## src/rtl/muldiv_unit.sv

```systemverilog
// rtl/muldiv_unit.sv - iterative RV32M-style multiply/divide unit, one radix-2 step per cycle
module muldiv_unit #(
  parameter int XLEN = 32
) (
  input  logic            CLK,
  input  logic            RESET,
  input  logic            START,
  input  logic [2:0]      FUNCT3,
  input  logic [XLEN-1:0] OPERAND1,
  input  logic [XLEN-1:0] OPERAND2,
  input  logic            FLUSH,
  output logic            BUSY,
  output logic            DONE,
  output logic [XLEN-1:0] RESULT
);

  localparam int CNT_W = $clog2(XLEN) + 1;

  typedef enum logic [1:0] {S_IDLE, S_CALC, S_FIX, S_FIN} state_t;

  state_t            r_state;
  state_t            w_state_next;
  logic [CNT_W-1:0]  r_cnt;
  logic [2:0]        r_funct3;
  logic              r_neg;
  logic [XLEN-1:0]   r_b;       // multiplicand magnitude or divisor magnitude
  logic [XLEN-1:0]   r_hi;      // product high half / partial remainder
  logic [XLEN-1:0]   r_lo;      // multiplier -> product low half / dividend -> quotient
  logic [XLEN-1:0]   r_result;

  logic              w_accept;
  logic              w_a_signed;
  logic              w_b_signed;
  logic              w_a_neg;
  logic              w_b_neg;
  logic [XLEN-1:0]   w_a_mag;
  logic [XLEN-1:0]   w_b_mag;
  logic              w_div_zero;
  logic              w_ovf;
  logic              w_fast;
  logic [XLEN-1:0]   w_fast_result;
  logic [XLEN:0]     w_sum;
  logic [XLEN:0]     w_shift;
  logic [XLEN:0]     w_diff;
  logic              w_last;
  logic [XLEN-1:0]   w_fix_result;

  // A new operation may start from IDLE or straight out of FIN; FLUSH always vetoes it.
  assign w_accept   = ((r_state == S_IDLE) || (r_state == S_FIN)) && START && !FLUSH;

  // Signed operand handling: compute on magnitudes and fix the sign at the end.
  assign w_a_signed = (FUNCT3 == 3'b001) | (FUNCT3 == 3'b010) | (FUNCT3[2] & ~FUNCT3[0]);
  assign w_b_signed = (FUNCT3 == 3'b001) | (FUNCT3[2] & ~FUNCT3[0]);
  assign w_a_neg    = w_a_signed & OPERAND1[XLEN-1];
  assign w_b_neg    = w_b_signed & OPERAND2[XLEN-1];
  assign w_a_mag    = w_a_neg ? -OPERAND1 : OPERAND1;
  assign w_b_mag    = w_b_neg ? -OPERAND2 : OPERAND2;

  // Divide-by-zero and signed overflow bypass the iteration entirely.
  assign w_div_zero    = (OPERAND2 == '0);
  assign w_ovf         = FUNCT3[2] & ~FUNCT3[0] &
                         (OPERAND1 == {1'b1, {(XLEN-1){1'b0}}}) & (OPERAND2 == '1);
  assign w_fast        = FUNCT3[2] & (w_div_zero | w_ovf);
  assign w_fast_result = w_div_zero ? (FUNCT3[1] ? OPERAND1 : '1)
                                    : (FUNCT3[1] ? '0 : OPERAND1);

  // One shift-add multiply step and one restoring shift-subtract divide step.
  assign w_sum   = {1'b0, r_hi} + ({1'b0, r_b} & {(XLEN+1){r_lo[0]}});
  assign w_shift = {r_hi, r_lo[XLEN-1]};
  assign w_diff  = w_shift - {1'b0, r_b};
  assign w_last  = (r_cnt == CNT_W'(XLEN-1));

  // Sign correction and selection of the requested half/quotient/remainder.
  always_comb begin
    w_fix_result = r_lo;
    case (r_funct3)
      3'b000:                 w_fix_result = r_lo;
      3'b001, 3'b010, 3'b011: w_fix_result = r_neg ? (~r_hi + {{(XLEN-1){1'b0}}, (r_lo == '0)}) : r_hi;
      3'b100, 3'b101:         w_fix_result = r_neg ? -r_lo : r_lo;
      default:                w_fix_result = r_neg ? -r_hi : r_hi;
    endcase
  end

  // State register.
  always_ff @(posedge CLK or negedge RESET) begin
    if (!RESET) r_state <= S_IDLE;
    else        r_state <= w_state_next;
  end

  // Next-state logic and status outputs.
  always_comb begin
    w_state_next = r_state;
    BUSY         = 1'b0;
    DONE         = 1'b0;
    case (r_state)
      S_IDLE: begin
        if (w_accept) w_state_next = w_fast ? S_FIN : S_CALC;
      end
      S_CALC: begin
        BUSY = 1'b1;
        if (FLUSH)       w_state_next = S_IDLE;
        else if (w_last) w_state_next = S_FIX;
      end
      S_FIX: begin
        BUSY         = 1'b1;
        w_state_next = FLUSH ? S_IDLE : S_FIN;
      end
      default: begin
        DONE = 1'b1;
        if (w_accept) w_state_next = w_fast ? S_FIN : S_CALC;
        else          w_state_next = S_IDLE;
      end
    endcase
  end

  // Operand latch, iteration datapath and result register.
  always_ff @(posedge CLK or negedge RESET) begin
    if (!RESET) begin
      r_cnt    <= '0;
      r_funct3 <= '0;
      r_neg    <= 1'b0;
      r_b      <= '0;
      r_hi     <= '0;
      r_lo     <= '0;
      r_result <= '0;
    end else if (w_accept) begin
      r_funct3 <= FUNCT3;
      r_cnt    <= '0;
      r_neg    <= (FUNCT3 == 3'b110) ? w_a_neg : (w_a_neg ^ w_b_neg);
      r_hi     <= '0;
      if (FUNCT3[2]) begin
        r_b  <= w_b_mag;
        r_lo <= w_a_mag;
      end else begin
        r_b  <= w_a_mag;
        r_lo <= w_b_mag;
      end
      if (w_fast) r_result <= w_fast_result;
    end else if ((r_state == S_CALC) && !FLUSH) begin
      r_cnt <= r_cnt + CNT_W'(1);
      if (r_funct3[2]) begin
        r_hi <= w_diff[XLEN] ? w_shift[XLEN-1:0] : w_diff[XLEN-1:0];
        r_lo <= {r_lo[XLEN-2:0], ~w_diff[XLEN]};
      end else begin
        r_hi <= w_sum[XLEN:1];
        r_lo <= {w_sum[0], r_lo[XLEN-1:1]};
      end
    end else if ((r_state == S_FIX) && !FLUSH) begin
      r_result <= w_fix_result;
    end
  end

  assign RESULT = r_result;

endmodule

```

## config.mk

```make
export PLATFORM = sky130hd
export DESIGN_NAME = muldiv_unit
export DESIGN_NICKNAME = d
export VERILOG_FILES = /design/src/rtl/muldiv_unit.sv
export SDC_FILE = /design/constraint.sdc
export NUM_CORES = 1
export LEC_CHECK = 0
export CORE_UTILIZATION = 60
export CTS_CLUSTER_SIZE = 28
export DETAILED_ROUTE_END_ITERATION = 10
export PLACE_DENSITY = 0.81
export SETUP_SLACK_MARGIN = 0.1
export SYNTH_ARGS = -nofsm -noshare
export SYNTH_HDL_FRONTEND = slang
export SYNTH_SLANG_ARGS = --single-unit
```

## constraint.sdc

```tcl
create_clock -name CLK -period 7.3 [get_ports CLK]
set_input_delay 1.46 -clock CLK [delete_from_list [all_inputs] [get_ports CLK]]
set_output_delay 1.46 -clock CLK [all_outputs]
set_load 0.01 [all_outputs]
```

== Yosys cells after proc, flatten, opt, wreduce, memory -nomap -nowiden ==
Cells that the tools add are included.

* Bits of input ports: 71
* Word-level logic and storage cells: 101
* Output and inout port bits: 34
* Register bits after elaboration: 140

* Bitwise logic cells: 15
* Muxes and demuxes: 34
* Add/sub/neg operators: 8
* Reductions and logical operators: 18
* Eq/ne operators: 18

{| class="wikitable"
|+ Operator list
! cell !! count
|-
| $mux W32 || 21
|-
| $neg A32 Y32 || 4
|-
| $pmux W32 S3 || 1
|-
| $eq A32 B32 Y1 const B || 2
|-
| $logic_not A32 Y1 || 2
|-
| $add A32 B33 Y33 || 1
|-
| $and A32 B33 Y33 || 1
|-
| $sub A33 B32 Y33 || 1
|-
| $add A32 B1 Y32 || 1
|-
| $not A32 Y32 || 1
|-
| $mux W2 || 6
|-
| $mux W6 || 2
|-
| $eq A3 B2 Y1 const B || 3
|-
| $eq A3 B3 Y1 const B || 3
|-
| $add A6 B1 Y6 const B || 1
|-
| $and A1 B1 Y1 || 6
|-
| $eq A3 B1 Y1 const B || 2
|-
| $eq A6 B5 Y1 const B || 1
|-
| $pmux W2 S3 || 1
|-
| $reduce_or A3 Y1 || 2
|-
| $eq A2 B2 Y1 const B || 2
|-
| $logic_and A1 B1 Y1 || 4
|-
| $ne A2 B2 Y1 const B || 2
|-
| $or A1 B1 Y1 || 4
|-
| 14 further kinds || 19
|}

== Depth between registers and ports, before layout ==
Gate-level depths: netlist (run 1).

* Depth after elaboration: 9
* Mapped depth: 17
* Mapped depth without buffers: 16

== Worst setup path before layout (run 1) ==
OpenSTA, ideal clock, no wires.

* Path kind: flip-flop to flip-flop
* From: reg r_lo[12]
* To: reg r_result[24], in the netlist RESULT[24]
* Data required time: 7.181 ns
* Buffers on the path: 1
* Clock period less this slack: 3.802 ns
* Arrival time: 3.683 ns
* Setup slack: 3.498 ns
* Setup time: 0.119 ns
* Cell stages (with the launch flop): 16
* Cell sequence: dfrtp_1 > clkbuf_1 > or4_1 > nor3_1 > nand4_1 > nor3_1 > ha_1 > nor4b_1 > a41o_1 > and2_1 > nand2_1 > xnor2_1 > nor2_1 > a21oi_1 > o221ai_1 > o21a_1

* Cells in the longest elaborated chain, start to end: 7
* Elaborated cells on any way between the ends: 9
* Those cells by class: add/sub (2); mux (6); reduce/logical (1)

{| class="wikitable"
|+ RTL lines
! what !! RTL line !! source
|-
| start, declared || 28 || <nowiki>logic [XLEN-1:0] r_lo;</nowiki>
|-
| start signal, assigned || 133 || <nowiki>r_lo <= w_a_mag;</nowiki>
|-
| start signal, assigned || 136 || <nowiki>r_lo <= w_b_mag;</nowiki>
|-
| start signal, assigned || 143 || <nowiki>r_lo <= {r_lo[XLEN-2:0], ~w_diff[XLEN]};</nowiki>
|-
| $logic_not A32 Y1 || 78 || <nowiki>3'b001, 3'b010, 3'b011: w_fix_result = r_neg ? (~r_hi + {{(XLEN-1){1'b0}}, (r_lo == '0)}) : r_hi;</nowiki>
|-
| $add A32 B1 Y32 || 78 ||
|-
| $mux W32 || 78 ||
|-
| $pmux W32 S3 (*) || 76 || <nowiki>case (r_funct3)</nowiki>
|-
| $mux W32 (*) || 148 || <nowiki>end else if ((r_state == S_FIX) && !FLUSH) begin</nowiki>
|-
| $mux W32 (*) || 139 || <nowiki>end else if ((r_state == S_CALC) && !FLUSH) begin</nowiki>
|-
| $mux W32 (*) || 126 || <nowiki>end else if (w_accept) begin</nowiki>
|-
| end signal, assigned || 138 || <nowiki>if (w_fast) r_result <= w_fast_result;</nowiki>
|-
| end signal, assigned || 149 || <nowiki>r_result <= w_fix_result;</nowiki>
|-
| end, declared || 29 || <nowiki>logic [XLEN-1:0] r_result;</nowiki>
|}

Mark *: on every way between the ends. The rest lies on a longest branch, timed or not. The select of a mux whose other input is x is not followed.
A chain may end at the register's enable or synchronous reset.

== Worst setup path in the final report (run 1) ==
* From: reg r_lo[18]
* To: reg r_result[19], in the netlist RESULT[19]

The elaborated chain is that of the path after synthesis.

==> results of run 1 <==
-- cells in the mapped netlist (17+ instances only) --
| cell type | number | area (um2) |
|---|---|---|
| xnor2_1 | 102 | 893 |
| a31oi_1 | 30 | 188 |
| nand3_1 | 33 | 165 |
| nor4_1 | 17 | 106 |
| nand2_1 | 233 | 875 |
| buf_1 | 18 | 67.6 |
| mux2i_1 | 48 | 480 |
| ha_1 | 76 | 951 |
| o21a_1 | 17 | 128 |
| a21oi_1 | 202 | 1010 |
| o21ai_0 | 178 | 891 |
| a21o_1 | 39 | 293 |
| dfrtp_1 | 140 | 3500 |
| maj3_1 | 23 | 230 |
| inv_1 | 71 | 267 |
| o22ai_1 | 17 | 106 |
| o211ai_1 | 63 | 473 |
| nor2_1 | 214 | 803 |
| a211oi_1 | 29 | 218 |
| nand4_1 | 29 | 181 |
| clkbuf_1 | 103 | 387 |
| xor2_1 | 78 | 683 |
| o31ai_1 | 33 | 248 |
| or3_1 | 21 | 131 |
| nor3_1 | 42 | 210 |
-- layout by cell type (no fill, tap or decap), drive strengths merged, types with 43 or more instances in the layout --
master	Yosys	final
a21oi	202	202
clkdlybuf4s50	0	102
o21ai	181	181
ha	76	76
nand2	233	233
o211ai	63	63
nor2	215	215
mux2i	48	48
nor3	43	43
xnor2	102	102
xor2	78	78
inv	71	79
dfrtp	140	140
-- metal layers --
| layer | vias up | wire, um | GRT usage, % |
|---|---|---|---|
| met1 | 7941 | 23000 | 56.8 |
| met2 | 1086 | 24800 | 63.0 |
| met4 | 0 | 3110 | 22.1 |
| met5 | - | 0 | 0 |
| met3 | 202 | 6680 | 11.2 |
| li1 | 7697 | - | - |
-- logic make-up (layout without fill, tap and decap cells) --
family                   count (synthesis)  count (layout)
AND/OR/NAND/NOR                        678             678
XOR/XNOR                               180             180
AO/OA/AOI/OAI                          735             735
other                                    0               1
multiplexers                            58              58
buffers and inverters                  234             223
adder cells (fa/ha/maj)                101             101
flip-flops                             140             140
-- cell type report --
type                    count  area, um2
multi-input cells        1752      11200
clock inverters            14        146
flip-flops and latches    140       3510
diodes                      1       2.50
repair buffers            119       1150
inverters                  72        270
well taps                 335        419
clock buffers              18        429
fillers                  2344       8830
-- per-stage QoR --
step	hold WS [ns]	cell area, um2	setup WS (ns)	utilization [%]
global placement	0.465	16600	2.29	63.8
global route	0.500	17200	1.94	66.0
CTS	0.486	17200	2.53	66.0
floorplan	0.450	15900	3.50	-
finish	0.484	17200	2.29	66.0
detailed placement	0.472	16600	2.23	63.8
-- sequential cells by signal, indices dropped and copies added (netlist names) --
register / flops
r_hi: 32
r_b: 32
r_neg: 1
r_lo: 32
r_state: 2
r_cnt: 6
r_funct3: 3
RESULT: 32
-- how the worst max path moves through the flow --
stage,to,slack [ns]
after floorplan,RESULT[24]$_DFFE_PN0P_,3.50
after global placement,RESULT[31]$_DFFE_PN0P_,2.29
after detailed placement,RESULT[31]$_DFFE_PN0P_,2.23
after CTS,RESULT[19]$_DFFE_PN0P_,2.53
after global routing,RESULT[23]$_DFFE_PN0P_,1.94
final,RESULT[19]$_DFFE_PN0P_,2.29
-- power by group through the flow --
stage          sequential [mW]  combinational (mW)  clock (mW)
5_1_grt                   1.80                6.56       0.918
6_report                  1.77                6.06       0.886
3_3_place_gp              1.73                5.75           0
4_1_cts                   1.73                5.88       0.883
2_1_floorplan             1.42                4.61           0
3_5_place_dp              1.74                5.83           0
-- critical path, stage by stage (launching register included) --
cell      delay, ns
dfrtp_1        0.46
or3_1          0.46
nor4_1         0.65
nand4_1        0.27
nor3_1         0.42
ha_1           0.27
nor3b_1        0.41
nand4_1        0.23
o21ai_0        0.70
nand2_1        0.14
xor2_1         0.18
a222oi_1       0.35
a211oi_1       0.14
a21o_1         0.21
==> metrics.txt, run 1 <==
min-delay src r_b[14]$_DFFE_PN0P_; I/O Buffers 104; share of total power in the clock network 10.2%; synthesized flop and latch total 140; Leakage Power 6.96 nW; Primary FF master, synth dfrtp_1; PD cells 508 nW/um2; Synth async-reset ratio 100%; arrival time worst endpoint 5.34 ns; Flop pwr share 20.3%; total power 8.72 mW; YS warnings 0; Hold EP r_b[14]$_DFFE_PN0P_; DRT iter0 DRCs 2549; final WL 57.6 mm; Total Neg Setup Slack 0 ns; syn avg cell area 7.46 um2; largest net degree at the start of global routing 112; CP startpoint kind flip-flop; adder-cell share of the synthesized area 7.70%; clk_skew 0.0172 ns; Post-synth EDFFs 0; core area 26000 um2; FF-to-FF Start r_lo[18]$_DFFE_PN0P_; Die H 165 um; Combinational Power Share 69.5%; sequential-to-total area share from yosys stat 22.1%; Worst Hold Class reg -> reg; Slew HR 18.6%; initial antenna violation count 1; count of different cell masters after synthesis 89; GRT Util Overall 42.6%; internal power 3.99 mW; DRC 0; Slew @ Worst Pin 1.22 ns; CTS tree yes; sw power 4.73 mW; Reg clk slew, reported paths 0.06 ns; row count 59; initial core utilization 61.0%; crit path capture type flip-flop; Compound-Gate Fraction of Synth Area 29.6%; CP max FO 6; first-pass GRT wire length 87.6 mm; postcts setup bufs 0; Tmin final 5.01 ns; share of cells above drive strength 1 4.59%; simple-gate share of the synthesized area 19.7%; IO Pins 105; clock sink total 140; Vias 16900; CP Data Required Time 7.63 ns; P&R area growth vs syn 8.24%; GP Congestion 1.06; Num CTS Buffers 17; register-to-register setup slack 2.29 ns; synthesized area 15900 um2; Peak Freq 200 MHz; first drt pass iteration count 7; Syn Inst Count 2126; hpwl dp 42.8 mm; Clock Latency Late Sink 0.45 ns; Cell Count, Final, Fillers Out 2451; DRT antenna net count 0; post-synthesis xor/xnor area fraction 9.95%; Tcrit/Tclk final 68.6%; # nets final 2251; DIE AREA 27100 um2; root buffer cell clkbuf_16; Clock Path Buffers 2; cts repair resizes 0; vias in the first global route 15300; routed vias/inst 6.91; # placed instances 2418; peak supply drop 0.000364 V; post-synth net total 2275; reg2reg end RESULT[19]$_DFFE_PN0P_; Chip Width 165 um; critical path class reg -> reg; RSZ-0062 raised after global routing false; CTS Hold Bufs 0; MaxCap Viol Count 0; H-tree levels 4; Slew Limit Fails 0; post-synthesis mux area share 3.74%; Net Sw Frac 54.2%; Fin. Hold Viols 0; status complete, no violations; Register-to-Register Path Depth 13; WHS Path Cells 2; WL per Instance 23.5 um; CP Launch Point r_lo[18]$_DFFE_PN0P_; main combinational cell family by area after synthesis compound AO/OA/AOI/OAI gates; total congestion overflow 0; final setup vio count 0
Note: power is estimated with default switching activity, not from simulation.
==> inputs of run 2 (changes only) <==
==> constraint.sdc (replaced) <==
create_clock -name CLK -period 4.65 [get_ports CLK]
set_input_delay 0.93 -clock CLK [delete_from_list [all_inputs] [get_ports CLK]]
set_output_delay 0.93 -clock CLK [all_outputs]
set_load 0.01 [all_outputs]
==> run 2 against run 1 <==
  * Cell area is 1.9% higher
  * Clock skew is 0.0015 ns lower
  * Non-clock buffer count is 37 higher
  * Critical path type unchanged
  * Largest cell class unchanged
==> metrics.txt, run 2 (synthesis gave the netlist of run 1 again) <==
critical path class reg -> reg; GP Congestion 1.05 (-1.1%); Worst Hold Class reg -> reg; initial core utilization 61.0% (unchanged); final WL 58.0 mm (+0.69%); PD cells 794 nW/um2 (+56%); hold_ws 0.479 ns (-0.00530 ns); share of cells above drive strength 1 6.32% (+1.7 points); CTS Hold Bufs 0 (unchanged); WL per Instance 23.3 um (-0.81%); Fill cells 2293 (-2.2%); arrival time worst endpoint 4.63 ns (-0.71 ns); DRC 0 (unchanged); CP startpoint kind flip-flop; first drt pass iteration count 8 (+1); Die H 165 um (unchanged); crit-path cells or4_1 > nor3_1 > buf_4 > nand4_1 > nor3_2 > ha_1 > nor3b_1 > nand4_1 > o21ai_0 > buf_4 > nand2_1 > xor2_1 > a222oi_1 > a211oi_1 > a21o_1; crit path capture type flip-flop; most frequent cells in the layout 232 x nand2_1, 214 x nor2_1, 202 x a21oi_1; Setup WS pre-CTS 0.422 ns (-1.81 ns); row count 59 (unchanged); peak supply drop 0.000767 V (+110%); clk_skew 0.0157 ns (-0.00154 ns); FF-to-FF Start r_lo[13]$_DFFE_PN0P_; PnR worst setup slack 0.343 ns (-1.95 ns); Tcrit/Tclk final 92.6% (+24 points); postcts setup bufs 0 (unchanged); clock sink total 140 (unchanged); Num CTS Buffers 17 (unchanged); largest net degree at the start of global routing 120 (+7.1%); DRT antenna net count 0 (unchanged); GRT Util Overall 42.7% (+0.14 points); Chip Width 165 um (unchanged); status complete, no violations; leading cell type in the layout, fill and taps excluded nand2_1; root buffer cell clkbuf_16; Slew Limit Fails 0 (unchanged); register area 3510 um2 (unchanged); total congestion overflow 0 (unchanged); Tmin final 4.31 ns (-0.704 ns); critical path's slowest cell or4_1; multi-input logic area 11200 um2 (about the same); Clock Path Buffers 2 (unchanged); Slew HR 28.8% (+10 points); min-delay src r_b[3]$_DFFE_PN0P_; final setup vio count 0 (unchanged); # nets final 2288 (+1.6%); routed vias/inst 6.85 (-0.88%); CTS tree yes; max incr delay on CP 0.61 ns (-0.09 ns); CP max FO 6 (unchanged); Fin. Hold Viols 0 (unchanged); Peak Freq 232 MHz (+16%); Reg clk slew, reported paths 0.08 ns (+0.02 ns); DIE AREA 27100 um2 (unchanged); first-pass GRT wire length 87.6 mm (unchanged); P&R area growth vs syn 10.3%; DRT iter0 DRCs 2520 (-1.1%); I/O Buffers 104 (unchanged); register-to-register setup slack 0.34 ns (-1.95 ns); H-tree levels 4 (unchanged); IO Pins 105 (unchanged); MaxCap Viol Count 0 (unchanged); Clock Latency Late Sink 0.44 ns (about the same); initial antenna violation count 0 (-1); RSZ-0062 raised after global routing false; Vias 17000 (+0.62%); vias in the first global route 15100 (-0.88%); hpwl dp 44.1 mm (+3.2%); Leakage Power 7.17 nW (+3.0%); Slew @ Worst Pin 1.06 ns (-0.151 ns); Total Neg Setup Slack 0 ns (unchanged); CP Data Required Time 4.97 ns (-2.66 ns); CP Launch Point r_lo[13]$_DFFE_PN0P_; core area 26000 um2 (unchanged)
[run 2: through the flow]
step	utilization [%]	power, mW	instance area (um2)	cells
4_1_cts	67.3	13.6	17500	2487
6_report	67.3	13.9	17500	2488
3_5_place_dp	65.0	12.1	16900	2455
2_1_floorplan	-	9.48	15900	2126
5_1_grt	67.3	14.8	17500	2487
3_3_place_gp	65.0	11.9	16900	2455
[run 2: timing repair]
action	CTS	global route
setup endpoints to repair	0	8
resized for setup	0	1
endpoints found under the hold margin	0	0
[run 2: area by class of cell]
type / instances / area share [%]
Multi-Input combinational cell: 1752 / 64.2
Sequential cell: 140 / 20.1
Timing Repair Buffer: 156 / 8.39
Clock buffer: 18 / 2.51
Tap cell: 335 / 2.40
Inverter: 72 / 1.55
Clock inverter: 14 / 0.858
Antenna cell: 1 / 0.0143
[run 2: routing by layer]
layer,vias up,wire length [um],track usage (%)
met1,8020,24000,58.5
li1,7764,-,-
met4,0,2800,20.3
met3,195,6480,10.4
met5,-,0,0
met2,1052,24700,62.9
[run 2: power breakdown]
| group | leakage (nW) | switching (mW) | total (mW) | internal [mW] |
|---|---|---|---|---|
| clock network | 0.282 | 0.648 | 1.42 | 0.775 |
| logic | 5.14 | 5.90 | 9.77 | 3.87 |
| registers | 1.74 | 0.929 | 2.70 | 1.77 |
[run 2: critical path, delay by kind of cell (launching register included)]
family / cells / cell delay (ns)
simple gates: 7 / 1.96
compound gates: 4 / 1.04
flops: 1 / 0.45
buf+inv: 2 / 0.33
fa+ha+maj: 1 / 0.25
xor+xnor: 1 / 0.15
[run 2: worst paths after layout]
path	to	cells after the start
min in group asynchronous	r_b[3]$_DFFE_PN0P_	1
worst min-delay path	r_b[3]$_DFFE_PN0P_	2
worst min register to register	r_b[3]$_DFFE_PN0P_	2
max in group asynchronous	r_hi[18]$_DFFE_PN0P_	2
worst max-delay path	RESULT[19]$_DFFE_PN0P_	15
worst max register to register	RESULT[19]$_DFFE_PN0P_	15
